`src/rtl/reg_access_ctrl.sv`:
```
// rtl/reg_access_ctrl.sv - operand sequencer driving register-file reads, ALU and write-back
// Four-state FSM: accept instruction, read operands, execute, write back.
module reg_access_ctrl #(
  parameter int DATA_WIDTH = 8,
  parameter int ADDR_WIDTH = 2
) (
  input  logic                  clk,
  input  logic                  reset,
  input  logic                  instr_valid,
  output logic                  instr_ready,
  input  logic [2:0]            instr_op,
  input  logic [ADDR_WIDTH-1:0] instr_rd,
  input  logic [ADDR_WIDTH-1:0] instr_rs1,
  input  logic [ADDR_WIDTH-1:0] instr_rs2,
  input  logic [DATA_WIDTH-1:0] instr_imm,
  output logic [ADDR_WIDTH-1:0] rs1_addr,
  output logic [ADDR_WIDTH-1:0] rs2_addr,
  input  logic [DATA_WIDTH-1:0] rs1_data,
  input  logic [DATA_WIDTH-1:0] rs2_data,
  output logic [ADDR_WIDTH-1:0] wr_addr,
  output logic [DATA_WIDTH-1:0] wr_data,
  output logic                  reg_wr_en,
  output logic                  done,
  output logic [DATA_WIDTH-1:0] result,
  output logic                  flag_zero,
  output logic                  flag_carry
);

  typedef enum logic [1:0] {IDLE, READ, EXEC, WRITE} state_t;

  localparam logic [2:0] OP_ADD = 3'd0;
  localparam logic [2:0] OP_SUB = 3'd1;
  localparam logic [2:0] OP_AND = 3'd2;
  localparam logic [2:0] OP_OR  = 3'd3;
  localparam logic [2:0] OP_XOR = 3'd4;
  localparam logic [2:0] OP_MOV = 3'd5;
  localparam logic [2:0] OP_LDI = 3'd6;
  localparam logic [2:0] OP_CMP = 3'd7;

  state_t state, state_next;

  logic [2:0]            op_q;
  logic [ADDR_WIDTH-1:0] rd_q, rs1_q, rs2_q;
  logic [DATA_WIDTH-1:0] imm_q, op_a, op_b;
  logic [DATA_WIDTH-1:0] result_q;
  logic                  zero_q, carry_q;

  logic [DATA_WIDTH:0]   alu_wide;
  logic [DATA_WIDTH-1:0] alu_res;
  logic                  alu_carry;

  always_ff @(posedge clk) begin
    if (reset) state <= IDLE;
    else       state <= state_next;
  end

  always_comb begin
    state_next  = state;
    instr_ready = 1'b0;
    reg_wr_en   = 1'b0;
    done        = 1'b0;
    case (state)
      IDLE: begin
        instr_ready = 1'b1;
        if (instr_valid) state_next = READ;
      end
      READ:  state_next = EXEC;
      EXEC:  state_next = WRITE;
      WRITE: begin
        reg_wr_en  = (op_q != OP_CMP);
        done       = 1'b1;
        state_next = IDLE;
      end
      default: state_next = IDLE;
    endcase
  end

  // The carry/borrow falls out of the extra top bit of a zero-extended add or subtract.
  always_comb begin
    alu_wide  = '0;
    alu_res   = '0;
    alu_carry = 1'b0;
    case (op_q)
      OP_ADD: begin
        alu_wide  = {1'b0, op_a} + {1'b0, op_b};
        alu_res   = alu_wide[DATA_WIDTH-1:0];
        alu_carry = alu_wide[DATA_WIDTH];
      end
      OP_SUB, OP_CMP: begin
        alu_wide  = {1'b0, op_a} - {1'b0, op_b};
        alu_res   = alu_wide[DATA_WIDTH-1:0];
        alu_carry = alu_wide[DATA_WIDTH];
      end
      OP_AND:  alu_res = op_a & op_b;
      OP_OR:   alu_res = op_a | op_b;
      OP_XOR:  alu_res = op_a ^ op_b;
      OP_MOV:  alu_res = op_a;
      OP_LDI:  alu_res = imm_q;
      default: alu_res = '0;
    endcase
  end

  always_ff @(posedge clk) begin
    if (reset) begin
      op_q     <= '0;
      rd_q     <= '0;
      rs1_q    <= '0;
      rs2_q    <= '0;
      imm_q    <= '0;
      op_a     <= '0;
      op_b     <= '0;
      result_q <= '0;
      zero_q   <= 1'b0;
      carry_q  <= 1'b0;
    end else begin
      case (state)
        IDLE: begin
          if (instr_valid) begin
            op_q  <= instr_op;
            rd_q  <= instr_rd;
            rs1_q <= instr_rs1;
            rs2_q <= instr_rs2;
            imm_q <= instr_imm;
          end
        end
        READ: begin
          op_a <= rs1_data;
          op_b <= rs2_data;
        end
        EXEC: begin
          result_q <= alu_res;
          zero_q   <= (alu_res == '0);
          carry_q  <= alu_carry;
        end
        default: ;
      endcase
    end
  end

  assign rs1_addr   = rs1_q;
  assign rs2_addr   = rs2_q;
  assign wr_addr    = rd_q;
  assign wr_data    = result_q;
  assign result     = result_q;
  assign flag_zero  = zero_q;
  assign flag_carry = carry_q;

endmodule

```
`config.mk`:
```
export PLATFORM = sky130hd
export DESIGN_NAME = reg_access_ctrl
export DESIGN_NICKNAME = d
export VERILOG_FILES = /design/src/rtl/reg_access_ctrl.sv
export SDC_FILE = /design/constraint.sdc
export NUM_CORES = 1
export LEC_CHECK = 0
export ABC_AREA = 1
export CAP_MARGIN = 40
export CORE_ASPECT_RATIO = 0.6
export CORE_MARGIN = 2
export CORE_UTILIZATION = 43
export CTS_BUF_LIST = sky130_fd_sc_hd__clkbuf_16
export CTS_CLUSTER_DIAMETER = 80
export CTS_CLUSTER_SIZE = 10
export DETAILED_ROUTE_END_ITERATION = 6
export HOLD_SLACK_MARGIN = 0.12
export PLACE_DENSITY = 0.83
export SLEW_MARGIN = 20
export SYNTH_ARGS = -nofsm -noshare
export SYNTH_HDL_FRONTEND = slang
export SYNTH_SLANG_ARGS = --single-unit
export TNS_END_PERCENT = 1
```
`constraint.sdc`:
```
create_clock -name clk -period 1.9 [get_ports clk]
set_input_delay 0.19 -clock clk [delete_from_list [all_inputs] [get_ports clk]]
set_output_delay 0.19 -clock clk [all_outputs]
set_load 0.1 [all_outputs]
```
# After elaboration in Yosys (flattened, before gate mapping)
# Index checks and enable logic that the tools add are counted.
[totals] word_cells=40 regBits=45 out_inout_bits=27 mem_bits_ro=0 latchBits=0 ramBits=0 memories=0 input_bits=36
[classes] n_shift=0 reduce_logical=5 n_mux=7 n_div=0 mul=0 magnitude_cmp=0 n_eq_ne=12 add_sub_neg=2 bitwise=3
[op_table] cell="8-bit one-hot mux with 7 select lines" count=1
[op_table] cell="3-bit == test (second input constant)" count=4
[op_table] cell="8-bit by 8-bit adder with 9-bit output" count=1
[op_table] cell="8-bit by 8-bit subtractor with 9-bit output" count=1
[op_table] cell="8-bit bitwise AND" count=1
[op_table] cell="8-bit logical NOT" count=1
[op_table] cell="8-bit bitwise OR" count=1
[op_table] cell="2-bit one-hot mux with 4 select lines" count=1
[op_table] cell="8-bit bitwise XOR" count=1
[op_table] cell="3-bit by 2-bit == test with 1-bit output (second input constant)" count=2
[op_table] cell="2-bit == test (second input constant)" count=2
[op_table] cell="3-bit by 1-bit == test with 1-bit output (second input constant)" count=1
[op_table] cell="3-bit logical NOT" count=1
[op_table] cell="1-bit 2-to-1 mux" count=3
[op_table] cell="3-bit inequality test (second input constant)" count=1
[op_table] cell="2-bit by 1-bit == test with 1-bit output (second input constant)" count=1
[op_table] cell="2-bit logical NOT" count=1
[op_table] cell="2-bit 2-to-1 mux" count=1
[op_table] cell="2-bit inequality test (second input constant)" count=1
[op_table] cell="1-bit one-hot mux with 2 select lines" count=1
[op_table] cell="2-bit AND reduction" count=1
[op_table] cell="2-bit OR reduction" count=1

# Longest topological paths before layout
# Gate-level depths: netlist of the first run.
[depth] depth_word=4 mapped_depth=15 depth_no_buf=14

# Least setup slack after synthesis of the first run
# No wires, ideal clock.
[synth_timing] path_type="reg2reg" start="register state[0]" end="register rs1_q[0], in the netlist rs1_addr[0]" stages_incl_launch_ff=8 t_required_ns=1.835 slack_ns=-0.184 t_arrival_ns=2.019 path_cell_list="dfxtp_1 > inv_1 > ha_1 > nand2_1 > inv_1 > clkbuf_1 > nor2_1 > nor2_1"
[synth_via] elab_chain_cells=2
[synth_lines] element="from (decl)" line="40" text="state_t state, state_next;"
[synth_lines] element="from (signal assigned)" line="54" text="else state <= state_next;"
[synth_lines] element="2-bit logical NOT" line="116" text="case (state)"
[synth_lines] element="2-bit AND reduction (no line)"
[synth_lines] element="to (signal assigned)" line="121" text="rs1_q <= instr_rs1;"
[synth_lines] element="to (decl)" line="43" text="logic [ADDR_WIDTH-1:0] rd_q, rs1_q, rs2_q;"
# No other way between the ends.
# A chain may end at the register's enable or synchronous reset.

# Worst setup path in the final report of the first run
[layout_timing] start="register op_q[0]" end="register zero_q, in the netlist flag_zero"
[layout_via] elab_chain_cells=4 word_cells_on_any_way=11
[layout_lines] element="from (decl)" line="42" text="logic [2:0] op_q;"
[layout_lines] element="from (signal assigned)" line="119" text="op_q <= instr_op;"
[layout_lines] element="3-bit by 1-bit == test with 1-bit output / 3-bit == test (equally long branches)"
[layout_lines] element="2-bit OR reduction" line="83" text="case (op_q)"
[layout_lines] element="8-bit one-hot mux with 7 select lines *" line="83"
[layout_lines] element="8-bit logical NOT *" line="132" text="zero_q <= (alu_res == '0);"
[layout_lines] element="to (signal assigned)" line="132"
[layout_lines] element="to (decl)" line="46" text="logic zero_q, carry_q;"
# Every way passes the cells marked *; elsewhere a longest branch is shown, timed or not.

==> results of run 1 <==
==> per-stage QoR <==
| stage | area [sq um] | TNS, ns | instances |
|---|---|---|---|
| final | 4250 | -0.103 | 624 |
| after global routing | 4250 | -0.509 | 624 |
| after CTS | 4150 | -0.0385 | 622 |
| after detailed placement | 3930 | -0.933 | 612 |
| after global placement | 3930 | -0.646 | 612 |
| after floorplan | 2990 | -0.162 | 437 |
==> placed cells by master (no fill, tap or decap), types with 4 or more instances in the layout <==
cell type,instances
a21oi_1,36
buf_4,81
clkbuf_16,5
clkdlybuf4s50_1,35
dfxtp_1,41
dfxtp_2,4
ha_1,23
ha_4,5
inv_1,50
inv_2,8
nand2_1,62
nand2_2,4
nand3_1,29
nand3_2,4
nand4_1,12
nor2_1,52
nor2_2,4
o21ai_0,48
o21ai_1,4
o22ai_1,4
==> what timing repair did <==
| action | CTS | global route |
|---|---|---|
| resized for setup | 14 | 20 |
| setup buffers | 3 | 2 |
| endpoints found under the setup margin | 5 | 7 |
| pin swaps | 6 | 14 |
==> layout make-up <==
cell class / count / area (sq um)
clock buffer: 5 / 125
clock inverter: 2 / 35.0
fill: 606 / 2460
inverter: 59 / 225
multi-input combinational: 307 / 1830
sequential: 45 / 906
tap: 87 / 109
timing repair buffer: 119 / 1020
==> cells by family (layout without fill, tap and decap cells) <==
logic type	Yosys count	after routing	synth area share
adder cells (fa/ha/maj)	31	31	0.135
AND/OR/NAND/NOR	173	173	0.255
flip-flops	45	45	0.302
XOR/XNOR	2	2	0.00587
buffers and inverters	85	185	0.123
AO/OA/AOI/OAI	101	101	0.178
==> final timing paths <==
path                             startpoint  slack [ns]  depth (start not counted)           to
worst max-delay path                op_q[0]       -0.09                         10    flag_zero
worst min-delay path            rs1_addr[0]        0.49                          2  rs1_addr[0]
worst max register to register      op_q[0]       -0.09                         10    flag_zero
worst min register to register  rs1_addr[0]        0.49                          2  rs1_addr[0]
==> sequential cells by signal (all words and copies together) (netlist names) <==
register    count
flag_carry      1
op_q            3
imm_q           8
state           2
flag_zero       1
wr_addr         2
op_b            8
rs2_addr        2
result          8
rs1_addr        2
op_a            8
==> Yosys cell counts <==
library cell	number
nand2_1	65
inv_1	56
nor2_1	55
o21ai_0	51
dfxtp_1	45
a21oi_1	38
nand3_1	30
ha_1	29
buf_4	12
nand4_1	12
clkbuf_1	11
o22ai_1	4
buf_2	3
inv_2	3
nand3_2	3
nor3_1	3
o211ai_1	3
fa_1	2
nor2_4	2
xor2_1	2
a221oi_1	1
and2_1	1
nand2_2	1
nor2_2	1
o211a_1	1
o21a_1	1
o21ai_1	1
o21bai_1	1
==> routing by layer <==
layer  up-vias  track usage  wire [microns]
li1       1616            -               -
met1      1495        0.327            4450
met2       133        0.387            3920
met3        13       0.0726             763
met4         0       0.0617              92
met5         -            0               0
==> worst register-to-register path, stage by stage, from the launching register on <==
cell and delay (ns):
dfxtp_1 0.50, inv_2 0.15, nand3_1 0.14, inv_1 0.09, nand2_1 0.10, o21ai_0 0.15
nor2_1 0.21, nand4_1 0.21, nor2_1 0.15, nand4_1 0.09, a21oi_1 0.14
==> results.py, run 1 <==
metrics = {
    "clock_network": {
        "cts_max_path_buffers": 2,
        "cts_buffers": 5,
        "clkSlewWorstSetupHoldPaths_ns": 0.07,
        "ctsHoldBuffers": 0,
        "cts_tree": "done",
        "h-tree-depth": 2,
        "clk_latency_ns": 0.29,
        "clockRootBuffer": "clkbuf_16",
        "cts_sinks": 45,
    },
    "critical_path": {
        "cp_max_fo": 8,
        "endpoint_kind": "register",
        "critPathKind": "reg -> reg",
        "worstPathRequired_ns": 2.13,
        "crit_family": "simple AND/OR/NAND/NOR gates",
        "crit_chain": "inv_2, nand3_1, inv_1, nand2_1, o21ai_0, nor2_1, nand4_1, nor2_1, nand4_1, a21oi_1",
        "critPathLaunchType": "register",
        "slowest_stage": "dfxtp_1",
        "cpPeakStageDelay_ns": 0.50,
        "arrival_ns": 2.22,
        "path_buf_inv": 2,
    },
    "floorplan": {
        "coreArea_sq_um": 6710,
        "die_height_microns": 68.5,
        "num_rows": 23,
        "fp.dieW_microns": 112,
        "io_pins": 63,
        "dieArea_sq_um": 7640,
        "start_util": 0.445,
    },
    "timing": {
        "max_slew.worst_pin.slew_ns": 0.432,
        "max-slew-margin-rel": 0.712,
        "post-route-period-util": 1.05,
        "rsz0062_at_grt": "yes",
        "setup_violations": 3,
        "finalHoldWorstSlack_ns": 0.487,
        "fmax_ghz": 0.502,
        "timing.final.ws_setup_ns": -0.0916,
        "skew_ns": 0.00664,
        "slew_viol_final": 0,
        "fin_crit_ns": 1.99,
        "hold_violations": 0,
    },
    "placed_design": {
        "port_buffers": 62,
        "place_ws_ns": -0.315,
        "gp_congestion": 0.980,
        "place_hpwl_mm": 7.12,
    },
    "cells_and_area": {
        "antenna_cells": 0,
        "drive_gt1_frac": 0.238,
        "nets": 604,
        "utilization": 0.633,
        "syn_to_final_growth_pct": 42.3,
    },
    "synth": {
        "ys_seq_area_frac": 0.302,
        "synth_fp_nets": 504,
        "synth_cell_type_count": 28,
        "ys_top_cells_by_area": "dfxtp_1 (30%), ha_1 (12%), o21ai_0 (8.6%)",
        "yosys_warnings": 0,
        "syn_area_sq_um": 2980,
        "synth_top_area_frac": 0.302,
        "ys_ff_latch": 45,
        "syn_avg_cell_area_sq_um": 6.83,
        "yosys.area.top_type": "dfxtp_1",
        "syn_inst": 437,
    },
    "route": {
        "first_iter_violations": 354,
        "vias_per_cell": 5.22,
        "route.detailed.drc": 0,
        "num_vias": 3257,
        "first_pass_iters": 5,
        "ant_nets": 0,
        "wl_mm": 9.22,
        "routedWlPerCell_microns": 14.8,
    },
    "grt": {
        "grt_max_degree": 33,
        "grt_use_total": 0.243,
        "antenna_found_initial": 0,
        "grt_pass1_wl_mm": 14.3,
        "grt_overflow_total": 0,
        "grt_pass1_vias": 2912,
    },
    "run_status": {
        "violations": "setup timing",
        "status": "complete, but fails checks",
    },
    "flow_run": {
        "drv_cap": 0,
    },
    "min_path": {
        "hold_class": "reg -> reg",
    },
}
Power of run 1 is left out: the tool's default activity adds up to more than one toggle a clock period on the data nets, which glitch-free logic cannot reach.
==> run 2, diff against run 1 <==
Settings changed: CELL_PAD_IN_SITES_DETAIL_PLACEMENT from default to 1, CELL_PAD_IN_SITES_GLOBAL_PLACEMENT from default to 1, CORE_UTILIZATION 43 to 33, PLACE_DENSITY 0.83 to 0.88.
==> run 2 against run 1 <==
Against the previous run: clock skew rose by 0.0017 ns; critical endpoint unchanged; via count increased by 4.5%; worst hold slack got worse by 0.0092 ns; worst setup slack improved by 0.023 ns; largest cell class unchanged; flip-flop and latch count unchanged; the run still ends with setup timing left; register-to-register slack better by 0.02 ns; final area grew 4.4%; clock-buffer cell count unchanged.
==> results.py, run 2 (synthesis gave the netlist of run 1 again) <==
metrics = {
    "timing": {
        "post-route-period-util": 1.04,
        "max_slew.worst_pin.slew_ns": 0.429,
        "fmax_ghz": 0.508,
        "hold_violations": 0,
        "slew_viol_final": 0,
        "fin_crit_ns": 1.97,
        "setup_violations": 3,
        "tns_ns": -0.171,
        "rsz0062_at_grt": "yes",
        "skew_ns": 0.00835,
        "timing.final.ws_setup_ns": -0.0682,
        "max-slew-margin-rel": 0.713,
    },
    "clock_network": {
        "ctsHoldBuffers": 0,
        "clkSlewWorstSetupHoldPaths_ns": 0.07,
        "cts_buffers": 5,
        "cts_max_path_buffers": 2,
        "clockRootBuffer": "clkbuf_16",
        "clk_latency_ns": 0.30,
        "cts_tree": "done",
        "h-tree-depth": 2,
        "cts_sinks": 45,
    },
    "route": {
        "vias_per_cell": 5.16,
        "ant_nets": 0,
        "route.detailed.drc": 0,
        "num_vias": 3404,
        "first_iter_violations": 195,
        "first_pass_iters": 4,
        "routedWlPerCell_microns": 17.5,
        "wl_mm": 11.5,
    },
    "min_path": {
        "hold_class": "reg -> reg",
        "holdPathStages": 2,
        "holdPathEnd": "imm_q[7]",
        "hp-start": "imm_q[7]",
    },
    "floorplan": {
        "dieArea_sq_um": 9840,
        "die_height_microns": 77.6,
        "start_util": 0.345,
        "num_rows": 26,
        "io_pins": 63,
        "fp.dieW_microns": 127,
        "coreArea_sq_um": 8650,
    },
    "grt": {
        "grt_overflow_total": 0,
        "grt_pass1_vias": 3385,
        "antenna_found_initial": 0,
        "grt_pass1_wl_mm": 18.0,
        "grt_use_total": 0.237,
        "grt_max_degree": 43,
    },
    "critical_path": {
        "critPathLaunchType": "register",
        "endpoint_kind": "register",
        "worstReg2RegEnd": "flag_zero",
        "r2r_start": "op_a[0]",
        "critPathKind": "reg -> reg",
        "slowest_stage": "dfxtp_4",
        "worstPathRequired_ns": 2.13,
        "worstRegToRegCells": 12,
        "r2r_slack_ns": -0.07,
        "cp_max_fo": 3,
        "arrival_ns": 2.20,
        "crit_chain": "inv_4, ha_4, fa_2, nor2_4, nor2_2, a21oi_2, nand3_1, nor2_1, nand3_1, nor2_1, nand4_1, a21oi_2",
        "cpPeakStageDelay_ns": 0.38,
    },
    "cells_and_area": {
        "mostFrequentLayoutCells": "buf_4 (89), nand2_1 (62), inv_1 (49)",
        "antenna_cells": 0,
        "drive_gt1_frac": 0.281,
        "stdcell_count": 660,
        "utilization": 0.512,
        "mostFrequentLayoutCell": "buf_4",
        "nets": 614,
        "syn_to_final_growth_pct": 48.6,
    },
    "power_and_ir_drop": {
        "power_density_nw_per_um2": 2110,
        "power_leakage_nw": 2.05,
        "vdd_drop_max_uv": 1010,
    },
    "placed_design": {
        "dpl.cell_count": 649,
        "place_hpwl_mm": 8.93,
        "place_ws_ns": -0.161,
        "gp_congestion": 0.951,
        "port_buffers": 62,
    },
    "run_status": {
        "violations": "setup timing",
        "status": "complete, but fails checks",
    },
    "flow_run": {
        "drv_cap": 0,
    },
}
run 2: area by class of cell:
class                           instances  area [sq um]
Clock inverter                          3          46.3
Multi-Input combinational cell        307          1870
Tap cell                              112           140
Fill cell                            1111          4220
Sequential cell                        45           915
Clock buffer                            5           125
Timing Repair Buffer                  129          1110
Inverter                               59           224
run 2: critical path, delay by kind of cell (launching register included):
family / cells / cell delay, ns
AO/OA/AOI/OAI: 2 / 0.25
buffers and inverters: 1 / 0.04
AND/OR/NAND/NOR: 7 / 0.69
flip-flops: 1 / 0.38
adder cells (fa/ha/maj): 2 / 0.53
run 2: how the worst max path moves through the flow:
| stage | from | to | slack (ns) | cells after the start |
|---|---|---|---|---|
| 2_1_floorplan | state[0] | reg_wr_en | -0.16 | 3 |
| 6_report | op_a[0] | flag_zero | -0.07 | 12 |
| 3_3_place_gp | op_b[0] | flag_zero | -0.09 | 11 |
| 5_1_grt | op_a[0] | flag_zero | -0.21 | 12 |
| 3_5_place_dp | op_b[0] | flag_zero | -0.16 | 11 |
| 4_1_cts | op_a[0] | flag_zero | -0.1 | 12 |
run 2: timing repair:
action                                  CTS  global route
pin swaps                                12            17
resized for setup                        24            34
endpoints found under the setup margin    5             8
cloned                                    0             0
setup buffers                             1             2
run 2: power by group:
group	total (W)	internal (W)	leakage, nW	switching, W
sequential	0.00158	0.00131	0.374	0.000273
clock	0.00104	0.000624	0.0800	0.000414
combinational	0.00672	0.00237	1.60	0.00435
run 2: metal layers:
layer / track usage / up-vias / wire, microns
li1: - / 1640 / -
met1: 0.337 / 1633 / 5510
met2: 0.373 / 112 / 5050
met3: 0.0503 / 19 / 804
met4: 0.0451 / 0 / 176
met5: 0 / - / 0
run 2: through the flow:
stage                     hold WS [ns]  cell area (sq um)  power, W
after floorplan                  0.259               2990   0.00549
after global placement           0.463               4060   0.00747
after detailed placement         0.462               4060   0.00770
after CTS                        0.468               4310   0.00900
after global routing             0.498               4430   0.00996
final                            0.478               4430   0.00934
Note: power is estimated with default switching activity, not from simulation.
==> run 3, diff against run 2 <==
Settings changed: CELL_PAD_IN_SITES_GLOBAL_PLACEMENT 1 to 2, CORE_UTILIZATION 33 to 25, PLACE_DENSITY 0.88 to 0.87.
==> run 3 against run 2 <==
Against the previous run: the run still ends with setup timing left; critical path depth is 2 higher; register-to-register slack hardly changed; power shrank 3.2%; critical path type unchanged; sequential share of layout area shrank 0.10 points; global-route usage fell by 6.1 points; clock power shrank 13%; largest cell class unchanged; core utilization is 12 points lower; clock-buffer cell count did not move.
==> results.py, run 3 (synthesis gave the netlist of run 1 again) <==
metrics = {
    "run_status": {
        "status": "complete, but fails checks",
        "violations": "setup timing",
    },
    "clock_network": {
        "ctsHoldBuffers": 0,
        "h-tree-depth": 2,
        "cts_tree": "done",
        "cts_max_path_buffers": 2,
        "cts_buffers": 5,
        "clk_latency_ns": 0.29,
        "cts_sinks": 45,
        "clockRootBuffer": "clkbuf_16",
        "clkSlewWorstSetupHoldPaths_ns": 0.07,
    },
    "cells_and_area": {
        "drive_gt1_frac": 0.288,
        "utilization": 0.389,
        "antenna_cells": 0,
        "mostFrequentLayoutCell": "buf_4",
        "mostFrequentLayoutCells": "buf_4 (87), nand2_1 (60), inv_1 (51)",
        "syn_to_final_growth_pct": 49.3,
        "stdcell_count": 705,
        "nets": 611,
    },
    "route": {
        "first_iter_violations": 190,
        "num_vias": 3262,
        "first_pass_iters": 4,
        "routedWlPerCell_microns": 15.7,
        "vias_per_cell": 4.63,
        "wl_mm": 11.0,
        "ant_nets": 0,
        "route.detailed.drc": 0,
    },
    "grt": {
        "grt_util_met1": 0.245,
        "groute.layer.met3.usage": 0.0381,
        "grt_max_degree": 35,
        "grt_use_met2": 0.287,
        "grt_use_total": 0.176,
        "grt_pass1_wl_mm": 17.8,
        "grt_overflow_total": 0,
        "antenna_found_initial": 0,
        "grt_pass1_vias": 3400,
        "top_usage_layer": "met2",
    },
    "timing": {
        "rsz0062_at_grt": "yes",
        "fin_crit_ns": 1.98,
        "skew_ns": 0.00396,
        "max-slew-margin-rel": 0.715,
        "max_slew.worst_pin.slew_ns": 0.426,
        "hold_violations": 0,
        "setup_violations": 1,
        "slew_viol_final": 0,
        "tns_ns": -0.0788,
        "post-route-period-util": 1.04,
        "timing.final.ws_setup_ns": -0.0788,
        "fmax_ghz": 0.505,
    },
    "floorplan": {
        "dieArea_sq_um": 12800,
        "die_height_microns": 88.6,
        "fp.dieW_microns": 145,
        "start_util": 0.261,
        "io_pins": 63,
        "coreArea_sq_um": 11400,
        "num_rows": 30,
    },
    "min_path": {
        "holdPathEnd": "wr_addr[1]",
        "hp-start": "wr_addr[1]",
        "holdPathStages": 2,
        "hold_class": "reg -> reg",
    },
    "placed_design": {
        "dpl.cell_count": 691,
        "place_hpwl_mm": 8.80,
        "gp_congestion": 0.896,
        "port_buffers": 62,
    },
    "critical_path": {
        "cpPeakStageDelay_ns": 0.38,
        "r2r_slack_ns": -0.08,
        "worstReg2RegEnd": "flag_zero",
        "worstPathRequired_ns": 2.13,
        "crit_chain": "inv_4, ha_4, fa_2, inv_2, nand3_2, nand2_1, nand2_1, nand3_1, nand2_1, nand2_2, nand3_2, nor2_1, nand4_1, a21oi_2",
        "slowest_stage": "dfxtp_4",
        "crit_family": "simple AND/OR/NAND/NOR gates",
        "path_buf_inv": 2,
        "endpoint_kind": "register",
        "r2r_start": "op_a[0]",
        "critPathLaunchType": "register",
        "cp_max_fo": 3,
        "crit_path_frequent_cell": "nand2_1",
        "critPathKind": "reg -> reg",
        "worstRegToRegCells": 14,
        "arrival_ns": 2.21,
    },
    "flow_run": {
        "drv_cap": 0,
    },
    "power_and_ir_drop": {
        "power_leakage_nw": 2.03,
        "vdd_drop_max_uv": 596,
        "power_density_nw_per_um2": 2030,
    },
}
==> run 3: cell types whose count changed in the layout (fill, tap and decap cells not counted), sizes merged <==
cell    delta
buf        -3
inv        +1
bufinv     -1
==> run 3: through the flow <==
stage                     total power [W]  area, sq um  setup slack, ns  hold slack (ns)
final                             0.00904         4450          -0.0788            0.486
after global routing              0.00969         4450           -0.182            0.516
after CTS                         0.00873         4330          -0.0959            0.485
after detailed placement          0.00756         4070           -0.226            0.478
after global placement            0.00739         4070          -0.0989            0.467
after floorplan                   0.00549         2990           -0.162            0.259
==> run 3: what timing repair did <==
action | in CTS | in global routing
gates resized for setup | 24 | 36
buffers inserted | 3 | 3
pin swaps | 13 | 20
gates cloned | 0 | 0
endpoints found under the setup margin | 6 | 6
==> run 3: how the worst max path moves through the flow <==
stage          startpoint        end  slack, ns  cells after the start
6_report          op_a[0]  flag_zero      -0.08                     14
5_1_grt           op_a[1]  flag_zero      -0.18                     14
4_1_cts           op_a[0]  flag_zero       -0.1                     12
3_5_place_dp      op_b[0]  flag_zero      -0.23                     11
3_3_place_gp      op_b[0]  flag_zero       -0.1                     11
2_1_floorplan    state[0]  reg_wr_en      -0.16                      3
==> run 3: metal layers <==
layer	share of wire	wire (microns)
met1	0.49	5430
met2	0.44	4870
met3	0.060	667
met4	0.0061	67
met5	0	0
==> run 3: layout make-up <==
type / count / area, sq um
timing repair buffer: 126 / 1070
tap: 160 / 200
sequential: 45 / 915
clock buffer: 5 / 125
multi-input combinational: 307 / 1890
fill: 1440 / 6990
clock inverter: 3 / 21.3
inverter: 59 / 224
==> run 3: where the power goes <==
group	switching (W)	internal, W
logic	0.00429	0.00227
registers	0.000262	0.00131
clock network	0.000417	0.000491
total	0.00497	0.00407
==> run 3: worst reg2reg max path, cell delays in order (launching register included) <==
cell     delay, ns
dfxtp_4       0.38
inv_4         0.04
ha_4          0.15
fa_2          0.37
inv_2         0.08
nand3_2       0.09
nand2_1       0.08
nand2_1       0.05
nand3_1       0.08
nand2_1       0.07
nand2_2       0.10
nand3_2       0.08
nor2_1        0.10
nand4_1       0.13
a21oi_2       0.12
